<file path="config.mk">
export PLATFORM = sky130hd
export DESIGN_NAME = trig_activity_monitor
export DESIGN_NICKNAME = d
export VERILOG_FILES = /design/src/rtl/trig_activity_monitor.sv
export SDC_FILE = /design/constraint.sdc
export NUM_CORES = 1
export LEC_CHECK = 0
export ABC_AREA = 0
export BUFFER_PORTS_ARGS = -buffer_cell sky130_fd_sc_hd__buf_2
export CAP_MARGIN = 5
export CORE_ASPECT_RATIO = 1.1
export CORE_MARGIN = 4
export CORE_UTILIZATION = 30
export CTS_BUF_LIST = sky130_fd_sc_hd__clkbuf_8
export DETAILED_ROUTE_END_ITERATION = 7
export HOLD_SLACK_MARGIN = 0.02
export PLACE_DENSITY = 0.55
export SLEW_MARGIN = 20
export SYNTH_ARGS = -nofsm -noshare
export SYNTH_HDL_FRONTEND = slang
export SYNTH_SLANG_ARGS = --single-unit
</file>
<file path="constraint.sdc">
create_clock -name I1470_clk -period 1.6 [get_ports I1470_clk]
set_input_delay 0.4 -clock I1470_clk [delete_from_list [all_inputs] [get_ports I1470_clk]]
set_output_delay 0.4 -clock I1470_clk [all_outputs]
set_load 0.005 [all_outputs]
</file>
<file path="src/rtl/trig_activity_monitor.sv">
// Activity monitor for NCH rare trigger nodes: each node passes through a
// pipeline, and a saturating counter per node drives a sticky threshold alarm.
module trig_activity_monitor #(
    parameter int NCH   = 4,
    parameter int DEPTH = 2,
    parameter int CNT_W = 8,
    localparam int SEL_W = (NCH > 1) ? $clog2(NCH) : 1
) (
    input  logic             I1470_clk,
    input  logic             I1477_rst,
    input  logic [NCH-1:0]   trig_in,
    input  logic             mode_edge,
    input  logic             enable,
    input  logic [CNT_W-1:0] thresh,
    input  logic             clr,
    input  logic [SEL_W-1:0] rd_sel,
    output logic [CNT_W-1:0] rd_cnt,
    output logic [NCH-1:0]   alarm,
    output logic             alarm_any
);

    localparam logic [CNT_W-1:0] CNT_MAX = {CNT_W{1'b1}};

    logic [DEPTH-1:0][NCH-1:0] pipe_q;
    logic [NCH-1:0]            p_d_q;
    logic [NCH-1:0][CNT_W-1:0] cnt_q, cnt_d;
    logic [NCH-1:0]            alarm_q, alarm_d;
    logic                      alarm_any_q, alarm_any_d;
    logic [CNT_W-1:0]          rd_cnt_q, rd_cnt_d;
    logic [NCH-1:0]            p;
    logic [NCH-1:0]            hit;

    assign p = pipe_q[DEPTH-1];

    // p_d_q tracks p in both modes, so entering edge mode never sees a stale edge.
    assign hit = mode_edge ? (p & ~p_d_q) : p;

    // NOTE: every output of an always_comb gets a default first, so no path
    // leaves a variable unassigned and no latch is inferred.
    always_comb begin
        cnt_d       = cnt_q;
        alarm_d     = alarm_q;
        alarm_any_d = |alarm_q;
        rd_cnt_d    = '0;
        for (int i = 0; i < NCH; i++) begin
            if (clr) begin
                cnt_d[i]   = '0;
                alarm_d[i] = 1'b0;
            end else begin
                if (enable && hit[i] && (cnt_q[i] != CNT_MAX)) begin
                    cnt_d[i] = cnt_q[i] + 1'b1;
                end
                if ((thresh != '0) && (cnt_q[i] >= thresh)) begin
                    alarm_d[i] = 1'b1;
                end
            end
            // Selects outside 0..NCH-1 match nothing and read back as zero.
            if (rd_sel == SEL_W'(i)) begin
                rd_cnt_d = cnt_q[i];
            end
        end
    end

    // NOTE: sequential state uses non-blocking assignments only, so every
    // flop samples pre-edge values regardless of statement order.
    always_ff @(posedge I1470_clk or negedge I1477_rst) begin
        if (!I1477_rst) begin
            pipe_q      <= '0;
            p_d_q       <= '0;
            cnt_q       <= '0;
            alarm_q     <= '0;
            alarm_any_q <= 1'b0;
            rd_cnt_q    <= '0;
        end else begin
            pipe_q[0] <= trig_in;
            for (int d = 1; d < DEPTH; d++) begin
                pipe_q[d] <= pipe_q[d-1];
            end
            p_d_q       <= p;
            cnt_q       <= cnt_d;
            alarm_q     <= alarm_d;
            alarm_any_q <= alarm_any_d;
            rd_cnt_q    <= rd_cnt_d;
        end
    end

    assign rd_cnt    = rd_cnt_q;
    assign alarm     = alarm_q;
    assign alarm_any = alarm_any_q;

endmodule

</file>
Word level (Yosys, flattened, before mapping)
Cells that the tools add are included.

storage, ports and cells
  register bits after elaboration = 57
  logic and storage cells = 74
  bits of input ports = 19
  output and inout port bits = 13

operators by class
  multiplexer cells = 21
  bitwise gates (word level) = 2
  add/subtract/negate cells = 4
  reduce and logical (&&, ||, !) cells = 23
  equal/unequal tests = 7
  $lt $le $gt $ge = 4

operator list
  operator             count
  $mux 8               12
  $add 8x1->8 const B  4
  $ge 8x8->1           4
  $ne 8x8->1 const B   4
  $reduce_bool 2->1    8
  $logic_and 1x1->1    12
  $mux 1               8
  $reduce_bool 8->1    1
  $and 4x4->4          1
  $eq 2x2->1 const B   2
  $mux 4               1
  $not 4->4            1
  $reduce_or 4->1      1
  $eq 2x1->1 const B   1
  $logic_not 2->1      1

Longest topological paths before layout
Gate-level depths: netlist of run 1.

  depth after elaboration = 7
  gate-level depth with buffers = 6
  gate-level depth less buffers = 6

Worst setup path before layout of run 1
Ideal clock, no wire load.

  path kind = input port to flip-flop
  start = input port thresh[1]
  end = register alarm_q[3], in the netlist alarm[3]
  cell stages on the path = 6
  buffers on the path = 0
  required time = 1.458 ns
  slack = -0.021 ns
  arrival = 1.479 ns
  library setup time = 0.142 ns
  cells stage by stage = inv_1 > ha_1 > nor2b_1 > o211a_1 > o311ai_0 > a311oi_1

between the ends
  word-level cells in the longest chain between the ends = 3
  elaborated cells on any way between the ends = 4
  classes of those cells = 1 x order compare; 3 x reduce/logical

RTL lines
  what                                                    line  text
  start: declaration                                      14    input logic [CNT_W-1:0] thresh,
  $ge 8x8->1 / $reduce_bool 8->1 (equally long branches)  53    if ((thresh != '0) && (cnt_q[i] >= thresh)) begin
  $logic_and 1x1->1 *                                     53
  $reduce_bool 2->1 (no line) *                           -
  end signal: assignment                                  81    alarm_q <= alarm_d;
  end: declaration                                        27    logic [NCH-1:0] alarm_q, alarm_d;

Every way passes the cells marked *; elsewhere a longest branch is shown, timed or not.
A chain may end at the register's enable or synchronous reset.

Worst setup path in the final report of run 1
  start = register cnt_q[1] in the netlist's numbering
  end = register cnt_q[5] in the netlist's numbering

between the ends
  word-level cells in the longest chain between the ends = 3
  elaborated cells on any way between the ends = 6
  classes of those cells = 1 x add/sub; 1 x eq/ne; 2 x mux; 2 x reduce/logical

RTL lines
  what                                                line    text
  start: declaration                                  26      logic [NCH-1:0][CNT_W-1:0] cnt_q, cnt_d;
  start signal: assignment                            80      cnt_q <= cnt_d;
  $add 8x1->8 / $ne 8x8->1 (equally long branches)    51, 50
  $mux 8 / $logic_and 1x1->1 (equally long branches)  50      if (enable && hit[i] && (cnt_q[i] != CNT_MAX)) begin
  $mux 8 / $reduce_bool 2->1 (equally long branches)  -

Several ways; a longest one is shown, not always the timed one. The select of a mux whose other input is x is not followed.

==> results of run 1 <==
[sequential cells by signal, summed over array words and instances, names as in the netlist]
name and flops:
alarm 4, alarm_any 1, cnt_q 32, p 4, p_d_q 4, pipe_q 4, rd_cnt 8
[worst min-delay path by stage]
stage,startpoint,cells after the start,to,slack [ns]
after floorplan,I1477_rst,0,alarm[0],0.10
after global placement,pipe_q[0],0,p[0],0.33
after detailed placement,pipe_q[0],0,p[0],0.33
after CTS,I1477_rst,2,pipe_q[3],0.05
after global routing,I1477_rst,2,cnt_q[27],0.05
final,I1477_rst,2,rd_cnt[3],0.04
[final cells by class]
class                      instances  area (um2)
clock inverter                     6        51.3
tap                              147         184
multi-input combinational        239        1990
clock buffer                      10         138
timing repair buffer              93         646
fill                            1078        6460
inverter                          17        63.8
sequential                        57        1430
[through the flow]
| step | hold WS, ns | std cells | cell area [um2] | total power [uW] | setup TNS (ns) |
|---|---|---|---|---|---|
| 6_report | 0.0379 | 569 | 4500 | 3130 | -0.0218 |
| 5_1_grt | 0.0527 | 569 | 4500 | 3280 | -0.601 |
| 4_1_cts | 0.0484 | 567 | 4390 | 3180 | -0.0535 |
| 3_5_place_dp | 0.335 | 547 | 4140 | 1830 | -0.871 |
| 3_3_place_gp | 0.333 | 547 | 4140 | 1820 | -0.652 |
| 2_1_floorplan | 0.104 | 320 | 3390 | 1660 | 0 |
[cell usage in the layout (no fill, tap or decap), drive strengths merged, types with 3 or more instances in the layout]
cell / n
nor4: 5
a211oi: 6
o31ai: 6
and2: 7
a31oi: 4
ha: 36
inv: 20
buf: 93
and3: 8
or4: 6
nand2: 20
or3: 3
o41ai: 3
clkbuf: 10
mux2i: 5
nand2b: 3
o211a: 3
nand3: 14
nor2: 22
a311oi: 5
mux4: 8
o21ai: 8
o311ai: 5
nor3: 6
a21o: 4
nor2b: 5
dfrtp: 57
a21oi: 14
nand4: 12
[critical path, delay by kind of cell (launching register included)]
kind                       cells  cell delay (ns)
AOI/OAI and AO/OA              1             0.14
and+or+nand+nor                3             0.77
DFF                            1             0.42
adders and majority gates      1             0.20
[logic make-up (layout without fill, tap and decap cells)]
kind of cell	Yosys count	in the layout	share of synthesized area
buffers and inverters	24	126	0.0273
xor gates and xnor gates	2	2	0.00517
AOI/OAI and AO/OA	69	69	0.148
DFF	57	57	0.421
adders and majority gates	36	36	0.133
muxes	15	15	0.0746
and+or+nand+nor	117	117	0.191
[timing repair]
item,in CTS,in global routing
pin swaps,8,18
gates resized for setup,9,23
setup endpoints to repair,9,21
buffers inserted,4,2
cloned,0,0
[per-layer routing]
metal,share of wire,vias up
li1,-,1426
met1,0.43,1454
met2,0.51,62
met3,0.043,19
met4,0.025,0
met5,0,-
[power groups by stage]
stage / combinational, uW / clock, uW / sequential (uW)
after floorplan: 146 / 0 / 1520
after global placement: 301 / 0 / 1520
after detailed placement: 307 / 0 / 1520
after CTS: 315 / 1370 / 1490
after global routing: 361 / 1430 / 1490
final: 319 / 1320 / 1490
==> results.yml, run 1 <==
run_status:
  status: "finished, violations left"
  violations: "negative setup slack"
setup_path:
  critPathRequiredTime_ns: 1.86
  setup.worst_path.start: "cnt_q[1]"
  r2r_cells: 5
  rrSetupSlack_ns: -0.02
  worstSetupEndpoint: "cnt_q[5]"
  cpMaxStageDelayCell: "or4_4"
  worstSetupStartpointType: "flop"
  crit-reg2reg-launch: "cnt_q[1]"
  crit_chain: "ha_2 > and3_4 > and2_4 > or4_4 > a21oi_2"
  worst-path-max-fanout: 4
  worstSetupEndpointType: "flop"
  path_class: "reg -> reg"
  crit_arrival_ns: 1.88
  rr_endpoint: "cnt_q[5]"
  critPathMaxStageDelay_ns: 0.47
power_and_ir_drop:
  comb_power_share: 0.102
  p_int_uw: 2350
  leakage_uw: 0.00214
  seqPwrFrac: 0.476
  switching_share: 0.250
  power_frac_clock: 0.422
  switchingPower_uw: 783
  peakVddDrop_v: 0.000347
  powerDensity_nw_per_um2: 695
detailed_routing:
  vias_per_cell: 5.20
  wl_per_cell_um: 16.7
  dr.pass1.iters: 4
  route.antenna.remaining_nets: 0
  vias: 2961
  drc_errors: 0
  drt_iter0_drc: 152
  wirelength_mm: 9.48
sta:
  fmax_ghz: 0.617
  maxSlewHeadroom: 0.739
  skew_ns: 0.0109
  finalHoldViolations: 0
  grt_setup_unrepaired: "yes"
  fin_crit_ns: 1.62
  fin_ws_ns: -0.0218
  final-setup-viol-count: 1
  finalCritPeriodShare: 1.01
  drv_slew: 0
  tightest_slew_ns: 0.391
synth:
  synth_top_area_share: 0.421
  netlist_top_cells_area: "dfrtp_1, ha_1, mux4_2, nor2_1, nand2_1"
  ys_types: 49
  yosys_warnings: 0
  synth_fp_nets: 375
  yosys.area.top_type: "dfrtp_1"
  yosysSeqAreaShare: 0.421
  syn_inst: 320
  synth_ff_type: "dfrtp_1"
  netlist_area_um2: 3390
  yosysMostFrequentCell: "dfrtp_1"
  synthTopCellsByCount: "dfrtp_1, ha_1, nor2_1"
  synth_edf_count: 0
  synth_seq_cells: 57
  async_flop_share: 1.00
  avgSynthCellArea_um2: 10.6
finish:
  final_nets: 472
  syn_to_final_growth_pct: 33.0
  utilization: 0.411
  diodes: 0
  layout-drive-gt1-share: 0.363
job:
  max_cap_viol_count: 0
global_routing:
  grt_max_degree: 58
  grt.overflow.total: 0
  grt_pass1_wl_mm: 15.3
  grt_pass1_vias: 2955
  use_met1: 0.191
  top_usage_layer: "met2"
  antenna_found_initial: 0
  grtUsageMet2: 0.248
  grt_usage: 0.153
  met3_usage: 0.0379
clocking:
  cts.clk_slew.worst_paths_ns: 0.07
  cts_hold_buf: 0
  clk_latency_ns: 0.34
  root_buffer: "clkbuf_8"
  cts_tree: "yes"
  clock_path_buffers: 2
  cts_buffers: 9
  ctsHtreeMaxLevel: 3
  cts.sinks: 57
die:
  dieArea_um2: 13100
  die_y_um: 119
  die_width_um: 109
  ios: 32
  initial_utilization: 0.309
  coreArea_um2: 11000
  num_rows: 40
placed_design:
  detailed_place_hpwl_mm: 7.05
  place_ws_ns: -0.189
  gp_congestion: 0.829
  port_buffers: 31
worst_hold_path:
  min_path_type: "in -> async"
No activity file was read; power rests on OpenSTA's default activity.
==> run 2, diff against run 1 <==
--- a/config.mk
+++ b/config.mk
@@ -13,7 +13,7 @@
 export CORE_UTILIZATION = 30
 export CTS_BUF_LIST = sky130_fd_sc_hd__clkbuf_8
 export DETAILED_ROUTE_END_ITERATION = 7
-export HOLD_SLACK_MARGIN = 0.02
+export HOLD_SLACK_MARGIN = 0.15
 export PLACE_DENSITY = 0.55
 export SLEW_MARGIN = 20
 export SYNTH_ARGS = -nofsm -noshare
==> results.yml, run 2 (synthesis results as in run 1) <==
worst_hold_path:
  hp-start: "pipe_q[2]"
  hold_path_end: "p[2]"
  whs_path_depth: 0
  min_path_type: "reg -> reg"
sta:
  fin_crit_ns: 1.62
  finalHoldViolations: 0
  skew_ns: 0.0110
  tightest_slew_ns: 0.391
  drv_slew: 0
  whs_ns: 0.348
  maxSlewHeadroom: 0.739
  final-setup-viol-count: 2
  finalCritPeriodShare: 1.02
  grt_setup_unrepaired: "yes"
  fmax_ghz: 0.615
  fin_ws_ns: -0.0249
finish:
  final_common_cell: "buf_4"
  largest_reg_flops: 32
  layout-drive-gt1-share: 0.358
  diodes: 0
  regMostFlops: "cnt_q"
  final_nets: 477
  n_fill_cell: 1071
  final_cell_count_no_fill: 574
  mostFrequentLayoutCells: "buf_4, dfrtp_1, ha_1, buf_2, nor2_1"
  syn_to_final_growth_pct: 34.5
die:
  num_rows: 40
  die_y_um: 119
  ios: 32
  initial_utilization: 0.309
  coreArea_um2: 11000
  die_width_um: 109
  dieArea_um2: 13100
detailed_routing:
  drt_iter0_drc: 153
  route.antenna.remaining_nets: 0
  vias_per_cell: 5.22
  wl_per_cell_um: 16.6
  drc_errors: 0
  wirelength_mm: 9.55
  dr.pass1.iters: 4
  vias: 2999
setup_path:
  crit_arrival_ns: 1.89
  r2r_cells: 5
  crit-reg2reg-launch: "cnt_q[1]"
  worstSetupEndpointType: "flop"
  setup.worst_path.start: "cnt_q[1]"
  worst-path-max-fanout: 4
  critPathRequiredTime_ns: 1.86
  worstSetupStartpointType: "flop"
  rr_endpoint: "cnt_q[5]"
  rrSetupSlack_ns: -0.02
  path_class: "reg -> reg"
placed_design:
  place_ws_ns: -0.189
  place_inst: 547
  port_buffers: 31
  detailed_place_hpwl_mm: 7.05
  gp_congestion: 0.829
global_routing:
  grt_max_degree: 58
  grt_pass1_vias: 2972
  grt_usage: 0.154
  grtUsageMet2: 0.248
  met3_usage: 0.0379
  use_met1: 0.192
  antenna_found_initial: 0
  grt.overflow.total: 0
  top_usage_layer: "met2"
  grt_pass1_wl_mm: 15.4
power_and_ir_drop:
  powerDensity_nw_per_um2: 689
  peakVddDrop_v: 0.000346
  power_uw: 3140
  leakage_uw: 0.00216
job:
  max_cap_viol_count: 0
clocking:
  cts_buffers: 9
  clk_latency_ns: 0.34
  ctsHtreeMaxLevel: 3
  root_buffer: "clkbuf_8"
  cts.sinks: 57
  cts.clk_slew.worst_paths_ns: 0.07
  clock_path_buffers: 2
  cts_tree: "yes"
run_status:
  violations: "negative setup slack"
  status: "finished, violations left"
==> run 2: cell count changes in the layout (fill, tap and decap cells not counted), sizes merged <==
| cell | previous run | this run |
|---|---|---|
| dlygate4sd3 | 0 | 5 |
==> run 2: worst max-delay path, stage by stage (launching register included) <==
cell     delay [ns]
dfrtp_1        0.42
ha_2           0.21
and3_4         0.16
and2_4         0.14
or4_4          0.47
a21oi_2        0.14
==> run 2: through the flow <==
| step | instance area, um2 | util | TNS [ns] |
|---|---|---|---|
| floorplan | 3390 | - | 0 |
| global placement | 4140 | 0.378 | -0.652 |
| detailed placement | 4140 | 0.378 | -0.871 |
| CTS | 4440 | 0.405 | -0.0535 |
| global route | 4550 | 0.416 | -0.601 |
| finish | 4550 | 0.416 | -0.0265 |
==> run 2: repair_timing <==
action	in CTS	in global routing
endpoints found under the setup margin	9	21
pin swaps	8	18
hold endpoints to repair	61	0
buffers inserted	4	2
hold buffers	5	0
resized for setup	9	23
==> run 2: worst max-delay path by stage <==
stage,slack (ns),cells past startpoint,endpoint
2_1_floorplan,0.005,5,cnt_q[3]
3_3_place_gp,-0.11,7,alarm[3]
3_5_place_dp,-0.19,7,alarm[3]
4_1_cts,-0.02,5,cnt_q[3]
5_1_grt,-0.09,5,cnt_q[4]
6_report,-0.02,5,cnt_q[5]
==> run 2: layout make-up <==
type / instances / area [um2] / share of cell area
Timing Repair Buffer: 98 / 696 / 0.153
Inverter: 17 / 63.8 / 0.0140
Multi-Input combinational cell: 239 / 1990 / 0.438
Clock inverter: 6 / 51.3 / 0.0113
Tap cell: 147 / 184 / 0.0404
Sequential cell: 57 / 1430 / 0.313
Clock buffer: 10 / 138 / 0.0302
==> run 2: where the power goes <==
part | switching [uW] | leakage [uW] | internal (uW) | total [uW]
clock network | 579 | 0.000110 | 739 | 1320
logic | 183 | 0.00129 | 146 | 329
registers | 20.1 | 0.000764 | 1470 | 1490
==> run 2: metal layers <==
layer | vias to the layer above | part of all wire
li1 | 1435 | -
met1 | 1487 | 0.43
met2 | 56 | 0.50
met3 | 21 | 0.037
met4 | 0 | 0.028
met5 | - | 0
==> run 3, diff against run 2 <==
--- a/config.mk
+++ b/config.mk
@@ -6,15 +6,15 @@
 export NUM_CORES = 1
 export LEC_CHECK = 0
 export ABC_AREA = 0
-export BUFFER_PORTS_ARGS = -buffer_cell sky130_fd_sc_hd__buf_2
 export CAP_MARGIN = 5
 export CORE_ASPECT_RATIO = 1.1
 export CORE_MARGIN = 4
 export CORE_UTILIZATION = 30
 export CTS_BUF_LIST = sky130_fd_sc_hd__clkbuf_8
 export DETAILED_ROUTE_END_ITERATION = 7
+export DONT_BUFFER_PORTS = 1
 export HOLD_SLACK_MARGIN = 0.15
-export PLACE_DENSITY = 0.55
+export PLACE_DENSITY = 0.52
 export SLEW_MARGIN = 20
 export SYNTH_ARGS = -nofsm -noshare
 export SYNTH_HDL_FRONTEND = slang
==> results.yml, run 3 (synthesis results as in run 1) <==
power_and_ir_drop:
  comb_power_share: 0.084
  powerDensity_nw_per_um2: 697
  power_frac_clock: 0.422
  switchingPower_uw: 755
  p_int_uw: 2270
  peakVddDrop_v: 0.000337
  leakage_uw: 0.00196
  seqPwrFrac: 0.494
  switching_share: 0.249
  power_uw: 3030
finish:
  n_fill_cell: 1064
  syn_to_final_growth_pct: 28.3
  final_common_cell: "dfrtp_1"
  regMostFlops: "cnt_q"
  final_nets: 436
  mostFrequentLayoutCells: "dfrtp_1, buf_4, ha_1, nor2_1, nand2_1"
  largest_reg_flops: 32
  final_cell_count_no_fill: 532
  utilization: 0.396
  layout-drive-gt1-share: 0.301
  diodes: 0
placed_design:
  detailed_place_hpwl_mm: 6.90
  gp_congestion: 0.872
  place_inst: 503
  place_ws_ns: -0.0408
  port_buffers: 0
global_routing:
  grtUsageMet2: 0.247
  grt_usage: 0.153
  antenna_found_initial: 0
  met3_usage: 0.0461
  grt_pass1_wl_mm: 14.8
  grt.overflow.total: 0
  grt_pass1_vias: 2723
  use_met1: 0.185
  grt_max_degree: 58
  top_usage_layer: "met2"
clocking:
  cts_hold_buf: 5
  root_buffer: "clkbuf_8"
  cts_buffers: 9
  clock_path_buffers: 2
  cts.sinks: 57
  cts.clk_slew.worst_paths_ns: 0.07
  ctsHtreeMaxLevel: 3
  clk_latency_ns: 0.36
  cts_tree: "yes"
setup_path:
  worstSetupStartpointType: "flop"
  path_class: "reg -> reg"
  worst-path-max-fanout: 4
  worstSetupEndpointType: "flop"
  critPathRequiredTime_ns: 1.83
  r2r_cells: 6
  crit_arrival_ns: 1.85
detailed_routing:
  wirelength_mm: 9.62
  wl_per_cell_um: 18.1
  vias_per_cell: 5.37
  dr.pass1.iters: 4
  drt_iter0_drc: 118
  route.antenna.remaining_nets: 0
  drc_errors: 0
  vias: 2859
sta:
  finalHoldViolations: 57
  fmax_ghz: 0.621
  drv_slew: 0
  fin_crit_ns: 1.61
  maxSlewHeadroom: 0.762
  whs_ns: -0.274
  final-setup-viol-count: 4
  fin_tns_setup_ns: -0.0286
  finalCritPeriodShare: 1.01
  tightest_slew_ns: 0.356
  grt_setup_unrepaired: "yes"
  fin_ws_ns: -0.0108
  skew_ns: 0.00899
die:
  num_rows: 40
  initial_utilization: 0.309
  ios: 32
  die_y_um: 119
  coreArea_um2: 11000
  dieArea_um2: 13100
  die_width_um: 109
job:
  max_cap_viol_count: 0
worst_hold_path:
  min_path_type: "in -> async"
run_status:
  status: "finished, violations left"
  violations: "negative hold slack, negative setup slack"
-- run 3: cell count changes in the layout (fill, tap and decap cells not counted), moves of 3 or more --
cell	before	now
dfrtp_2	1	4
buf_4	60	51
buf_2	31	0
inv_1	19	16
dfrtp_1	56	53
ha_4	0	3
-- run 3: what timing repair did --
action	4_1_cts	5_1_grt
buffers inserted	0	9
resized for setup	5	31
gates cloned	0	0
setup endpoints to repair	6	22
hold endpoints to repair	91	57
pin swaps	4	11
-- run 3: cell type report --
type                    count  area, um2  area share
inverters                  17       63.8      0.0147
multi-input cells         239       2020       0.466
clock buffers              12        165      0.0380
well taps                 147        184      0.0423
clock inverters             3       15.0     0.00346
repair buffers             57        463       0.107
flip-flops and latches     57       1430       0.329
-- run 3: per-stage QoR --
stage               hold WS (ns)  cell area (um2)
floorplan                  0.104             3390
global placement           0.107             3860
detailed placement         0.106             3860
CTS                       -0.289             4120
global route              -0.288             4350
finish                    -0.274             4350
-- run 3: layer usage --
metal,part of all wire,vias to the layer above
li1,-,1366
met1,0.43,1413
met2,0.50,59
met3,0.055,21
met4,0.023,0
met5,0,-
-- run 3: power groups by stage --
stage / registers, uW / clock network (uW) / logic, uW
finish: 1500 / 1280 / 253
global route: 1500 / 1390 / 280
CTS: 1490 / 1330 / 214
detailed placement: 1520 / 0 / 186
global placement: 1520 / 0 / 181
floorplan: 1520 / 0 / 146
-- run 3: final timing paths --
| kind | slack, ns | start | to |
|---|---|---|---|
| max | -0.01 | cnt_q[25] | alarm[3] |
| min | -0.27 | I1477_rst | rd_cnt[3] |
| max reg2reg | -0.01 | cnt_q[25] | alarm[3] |
| min reg2reg | 0.35 | pipe_q[3] | p[3] |
| max in group asynchronous | 1.76 | I1477_rst | cnt_q[2] |
| min in group I1470_clk | 0.23 | rd_sel[0] | rd_cnt[6] |
-- run 3: worst max-delay path: stages, from the launching register on --
cell	delay, ns
dfrtp_2	0.46
buf_12	0.14
ha_4	0.20
nor2b_1	0.12
o211a_1	0.21
o311ai_2	0.22
a311oi_1	0.13
